--- config.mk ---
export PLATFORM = sky130hd
export DESIGN_NAME = imem_loader
export DESIGN_NICKNAME = d
export VERILOG_FILES = /design/src/rtl/imem_pkg.sv /design/src/rtl/imem_loader.sv
export SDC_FILE = /design/constraint.sdc
export NUM_CORES = 1
export LEC_CHECK = 0
export BUFFER_PORTS_ARGS = -buffer_cell sky130_fd_sc_hd__buf_4
export CORE_MARGIN = 2
export CORE_UTILIZATION = 47
export DETAILED_ROUTE_END_ITERATION = 8
export PLACE_DENSITY = 0.77
export SLEW_MARGIN = 20
export SYNTH_ARGS = -nofsm -noshare
export SYNTH_HDL_FRONTEND = slang
export SYNTH_SLANG_ARGS = --single-unit
--- constraint.sdc ---
create_clock -name clk -period 1.9 [get_ports clk]
set_input_delay 0.19 -clock clk [delete_from_list [all_inputs] [get_ports clk]]
set_output_delay 0.19 -clock clk [all_outputs]
set_load 0.005 [all_outputs]
--- src/rtl/imem_pkg.sv ---
// Shared definitions for the instruction-memory byte-stream loader.
// Holds the loader state encoding and the number of stream bytes that
// make up one instruction word.
package imem_pkg;

    typedef enum logic [2:0] {
        ST_IDLE  = 3'd0,
        ST_HDR   = 3'd1,
        ST_BYTE  = 3'd2,
        ST_WRITE = 3'd3,
        ST_CHK   = 3'd4,
        ST_DONE  = 3'd5,
        ST_ERR   = 3'd6
    } state_t;

    localparam int BYTES_PER_WORD = 4;

endpackage

--- src/rtl/imem_loader.sv ---
// imem_loader
// Receives a program image as a valid/ready byte stream and writes it,
// one word per write cycle, into a write-enabled instruction memory while
// holding the core off.
// Stream format: one header byte N (word count, 1..REGSIZE), then N words
// of four bytes each, little-endian (first byte lands in bits [7:0]).
// Optional feature macro IMEM_LOADER_CHECKSUM_EN: one trailing byte must
// equal the XOR of all data bytes, otherwise the load ends in error.
//
// Ports
//   clk          single clock, rising edge
//   rst_n        asynchronous active-low reset
//   start        one-cycle load request (honoured in IDLE, DONE, ERR)
//   in_data      stream byte
//   in_valid     in_data valid
//   in_ready     loader accepts a byte this cycle (HDR, BYTE, CHK)
//   mem_we       instruction memory write strobe (one cycle per word)
//   mem_addr     word index written, 0..N-1
//   mem_wdata    assembled instruction word
//   busy         load in progress
//   done         load complete
//   err          load failed (bad header or checksum mismatch)
//   cpu_hold     core held off; low only once the load has completed
//   words_loaded number of words written in the current load
module imem_loader
    import imem_pkg::*;
#(
    parameter int unsigned BITSIZE = 32,
    parameter int unsigned REGSIZE = 32
) (
    input  logic               clk,
    input  logic               rst_n,
    input  logic               start,
    input  logic [7:0]         in_data,
    input  logic               in_valid,
    output logic               in_ready,
    output logic               mem_we,
    output logic [REGSIZE-1:0] mem_addr,
    output logic [BITSIZE-1:0] mem_wdata,
    output logic               busy,
    output logic               done,
    output logic               err,
    output logic               cpu_hold,
    output logic [5:0]         words_loaded
);

    state_t             state_q;
    logic [BITSIZE-1:0] word_q;
    logic [1:0]         byte_idx_q;
    logic [7:0]         n_q;
    logic [5:0]         words_loaded_q;
`ifdef IMEM_LOADER_CHECKSUM_EN
    logic [7:0]         csum_q;
`endif

    logic       xfer;
    logic [7:0] words_next;

    assign xfer       = in_valid && in_ready;
    assign words_next = {2'b00, words_loaded_q} + 8'd1;

    always_ff @(posedge clk or negedge rst_n) begin
        if (!rst_n) begin
            // Partial word and byte position are dropped so nothing
            // half-assembled can ever reach the memory.
            state_q        <= ST_IDLE;
            word_q         <= '0;
            byte_idx_q     <= '0;
            n_q            <= '0;
            words_loaded_q <= '0;
`ifdef IMEM_LOADER_CHECKSUM_EN
            csum_q         <= '0;
`endif
        end else begin
            case (state_q)
                ST_IDLE: begin
                    if (start) begin
                        words_loaded_q <= '0;
                        state_q        <= ST_HDR;
                    end
                end
                ST_HDR: begin
                    if (xfer) begin
                        byte_idx_q <= '0;
`ifdef IMEM_LOADER_CHECKSUM_EN
                        csum_q     <= '0;
`endif
                        if (in_data == 8'd0 || 32'(in_data) > REGSIZE) begin
                            state_q <= ST_ERR;
                        end else begin
                            n_q     <= in_data;
                            state_q <= ST_BYTE;
                        end
                    end
                end
                ST_BYTE: begin
                    if (xfer) begin
                        word_q[{byte_idx_q, 3'b000} +: 8] <= in_data;
`ifdef IMEM_LOADER_CHECKSUM_EN
                        csum_q <= csum_q ^ in_data;
`endif
                        if (byte_idx_q == 2'(BYTES_PER_WORD - 1)) begin
                            byte_idx_q <= '0;
                            state_q    <= ST_WRITE;
                        end else begin
                            byte_idx_q <= byte_idx_q + 2'd1;
                        end
                    end
                end
                ST_WRITE: begin
                    // words_loaded_q is this word's index during WRITE;
                    // it becomes the count of written words afterwards.
                    words_loaded_q <= words_next[5:0];
                    if (words_next < n_q) begin
                        state_q <= ST_BYTE;
                    end else begin
`ifdef IMEM_LOADER_CHECKSUM_EN
                        state_q <= ST_CHK;
`else
                        state_q <= ST_DONE;
`endif
                    end
                end
`ifdef IMEM_LOADER_CHECKSUM_EN
                ST_CHK: begin
                    if (xfer) begin
                        state_q <= (in_data == csum_q) ? ST_DONE : ST_ERR;
                    end
                end
`endif
                ST_DONE, ST_ERR: begin
                    if (start) begin
                        words_loaded_q <= '0;
                        state_q        <= ST_HDR;
                    end
                end
                default: state_q <= ST_IDLE;
            endcase
        end
    end

    // Outputs are pure decodes of the state register, so they change only
    // on the clock edge and fall to their reset values with the state.
    assign in_ready     = (state_q == ST_HDR) || (state_q == ST_BYTE) ||
                          (state_q == ST_CHK);
    assign mem_we       = (state_q == ST_WRITE);
    assign mem_addr     = mem_we ? REGSIZE'(words_loaded_q) : '0;
    assign mem_wdata    = mem_we ? word_q : '0;
    assign busy         = (state_q == ST_HDR) || (state_q == ST_BYTE) ||
                          (state_q == ST_WRITE) || (state_q == ST_CHK);
    assign done         = (state_q == ST_DONE);
    assign err          = (state_q == ST_ERR);
    assign cpu_hold     = (state_q != ST_DONE);
    assign words_loaded = words_loaded_q;

endmodule

==> flow_summary.json <==
{
  "status": "complete, but fails checks",
  "violations": "negative setup slack",
  "netlist.area_leader.share_pct": 43.1,
  "yosys_warnings": 0,
  "grt_overflow_total": 0,
  "crit_path_max_fanout": 3,
  "clock_sinks": 51,
  "cts_tree": "built",
  "relSlewSlack_pct": 56.5,
  "grt_pass1_vias": 2285,
  "via_count": 2517,
  "min_period_ns": 2.02,
  "rsz0062_at_grt": "yes",
  "ys_seq_area_share_pct": 43.1,
  "synth-edff-count": 0,
  "crit_path_start_kind": "register",
  "clock_skew_ns": 0.00282,
  "min-delay-start": "in_data[6]",
  "ys_ff_latch": 51,
  "gp_congestion": 0.866,
  "syn2layout_area_growth_pct": 31.0,
  "fin_crit_sh_pct": 106,
  "die_w_um": 83.4,
  "cts_max_level": 2,
  "drive_gt1_share_pct": 30.3,
  "worstSetupEndpointType": "register",
  "hold_path_class": "input port to register",
  "leakagePower_nw": 1.90,
  "setup_tns_ns": -0.299,
  "wl_per_cell_um": 13.8,
  "setup_slack_ns": -0.120,
  "synth.avg_cell_area_um2": 8.82,
  "path_class": "register to register",
  "synth_cells": 336,
  "grt.total_usage_pct": 20.2,
  "yosysUniqueCellTypes": 38,
  "final_common_cell": "buf_4",
  "final-hold-violation-count": 0,
  "timing.hold.ws_ns": 0.173,
  "setup_viol": 3,
  "io_pins": 88,
  "slew_viol_final": 0,
  "cp-startpoint": "words_loaded[0]",
  "critPathRequiredTime_ns": 2.11,
  "wirelength_um": 6910,
  "hpwlAfterDp_um": 4860,
  "antenna_cells": 0,
  "numCtsBuffers": 5,
  "antenna_found_initial": 0,
  "clockRootBuffer": "clkbuf_8",
  "synth_area_leaders": "dfrtp_1, nand2_1, and2_1",
  "ys_async_sr_fraction_pct": 100,
  "fin_util_pct": 64.8,
  "ant_nets": 0,
  "p_per_area_mw_per_mm2": 1280,
  "clock.fmax_mhz": 495,
  "drt-pass1-iter-count": 4,
  "clock_latency_ns": 0.31,
  "grt_first_pass_wirelength_um": 11400,
  "nFillCells": 506,
  "worst_pin_slew_ns": 0.653,
  "ir_drop_uv": 764,
  "die_area_mm2": 0.00695,
  "die-height_um": 83.4,
  "drc": 0,
  "arrival_ns": 2.23,
  "r2r-start": "words_loaded[0]",
  "synth_ff_type": "dfrtp_1",
  "yosys.area.top_type": "dfrtp_1",
  "layout.nets": 450,
  "initial_core_util_pct": 49.5,
  "io_buffers": 61,
  "clk_pin_slew_worst_paths_ns": 0.09,
  "viasPerCell": 5.02,
  "layout_common_cells": "buf_4, nand2_1, dfrtp_1, and2_1, o21ai_0",
  "maxCapViolCount": 0,
  "grt_max_degree": 52,
  "drt_iter0_drc": 102,
  "core-area_mm2": 0.00599,
  "netlist_area_mm2": 0.00296,
  "clockBufferDepth": 2,
  "rows": 28
}
sequential cells by signal (all words and copies together) (netlist names):
name          count
byte_idx_q        2
word_q           32
state_q           3
words_loaded      6
n_q               8
where the power goes:
group / internal, mW / total (mW) / switching, mW
registers: 1.45 / 1.66 / 0.214
clock network: 0.426 / 0.786 / 0.359
logic: 1.21 / 2.53 / 1.32
path summary, 6_finish.rpt:
check                                   to  slack (ns)  depth (start not counted)
min reg2reg                     word_q[26]        0.47                          2
max reg2reg                     state_q[0]       -0.12                          8
min in group asynchronous       word_q[18]        0.44                          2
min                              word_q[6]        0.17                          3
max                             state_q[0]       -0.12                          8
max in group asynchronous  words_loaded[0]        0.99                          2
area by class of cell:
cell class	count	area [um^2]	area share, %
clock buffer	6	82.6	2.13
multi-input combinational	260	1610	41.6
inverter	11	41.3	1.06
tap	75	93.8	2.42
clock inverter	2	35.0	0.902
timing repair buffer	96	738	19.0
sequential	51	1280	32.9
worst max-delay path: stages, from the launching register on:
cell and delay (ns):
dfrtp_2 0.45, ha_4 0.18, buf_6 0.11, xor2_2 0.15, ha_1 0.29, o211ai_1 0.10
a311oi_2 0.33, nor3_1 0.10, a221oi_1 0.22
cells by family (layout without fill, tap and decap cells):
family                     after synthesis  after routing  synth area share [%]
other                                    1             26                 0.127
buffers and inverters                   50            115                  9.63
DFF                                     51             51                  43.1
xor gates and xnor gates                 6              6                  1.77
AOI/OAI and AO/OA                       61             61                  12.4
muxes                                    8              8                  3.04
and+or+nand+nor                        146            146                  24.5
adders and majority gates               13             13                  5.49
synthesized netlist by cell type (2+ instances only):
library cell  number
clkbuf_1          13
o21ai_0           37
nand2_1           74
o21a_1             2
a21oi_1            4
ha_1              13
nor3b_1            4
nand3_1            5
buf_4             26
nor3_1             4
xor2_1             2
xnor2_1            4
a31oi_1            2
nand2b_1           2
a22o_1             5
nor2b_1            3
dfrtp_1           51
mux2_2             8
and2_1            39
inv_1             11
and3_1             2
nor2_1             8
a32oi_1            2
metrics by stage:
stage	std cells	cell area [um^2]	power (mW)	setup slack [ns]
finish	501	3880	4.98	-0.120
global route	501	3880	5.38	-0.250
CTS	500	3830	4.88	-0.0961
detailed placement	485	3580	3.91	-0.171
global placement	485	3580	3.82	-0.0365
floorplan	361	3060	3.00	0.00877
layer usage:
metal	part of all wire, %	track usage (%)
met5	0	0
met4	1.6	6.71
met3	5.8	3.58
met2	51	31.8
met1	42	28.4
what timing repair did:
item,CTS,global route
resized for setup,16,6
cloned,0,0
endpoints found under the hold margin,51,0
buffers inserted,7,1
pin swaps,17,8
hold buffers,1,0
setup endpoints to repair,3,48
No activity file was read; power rests on OpenSTA's default activity.
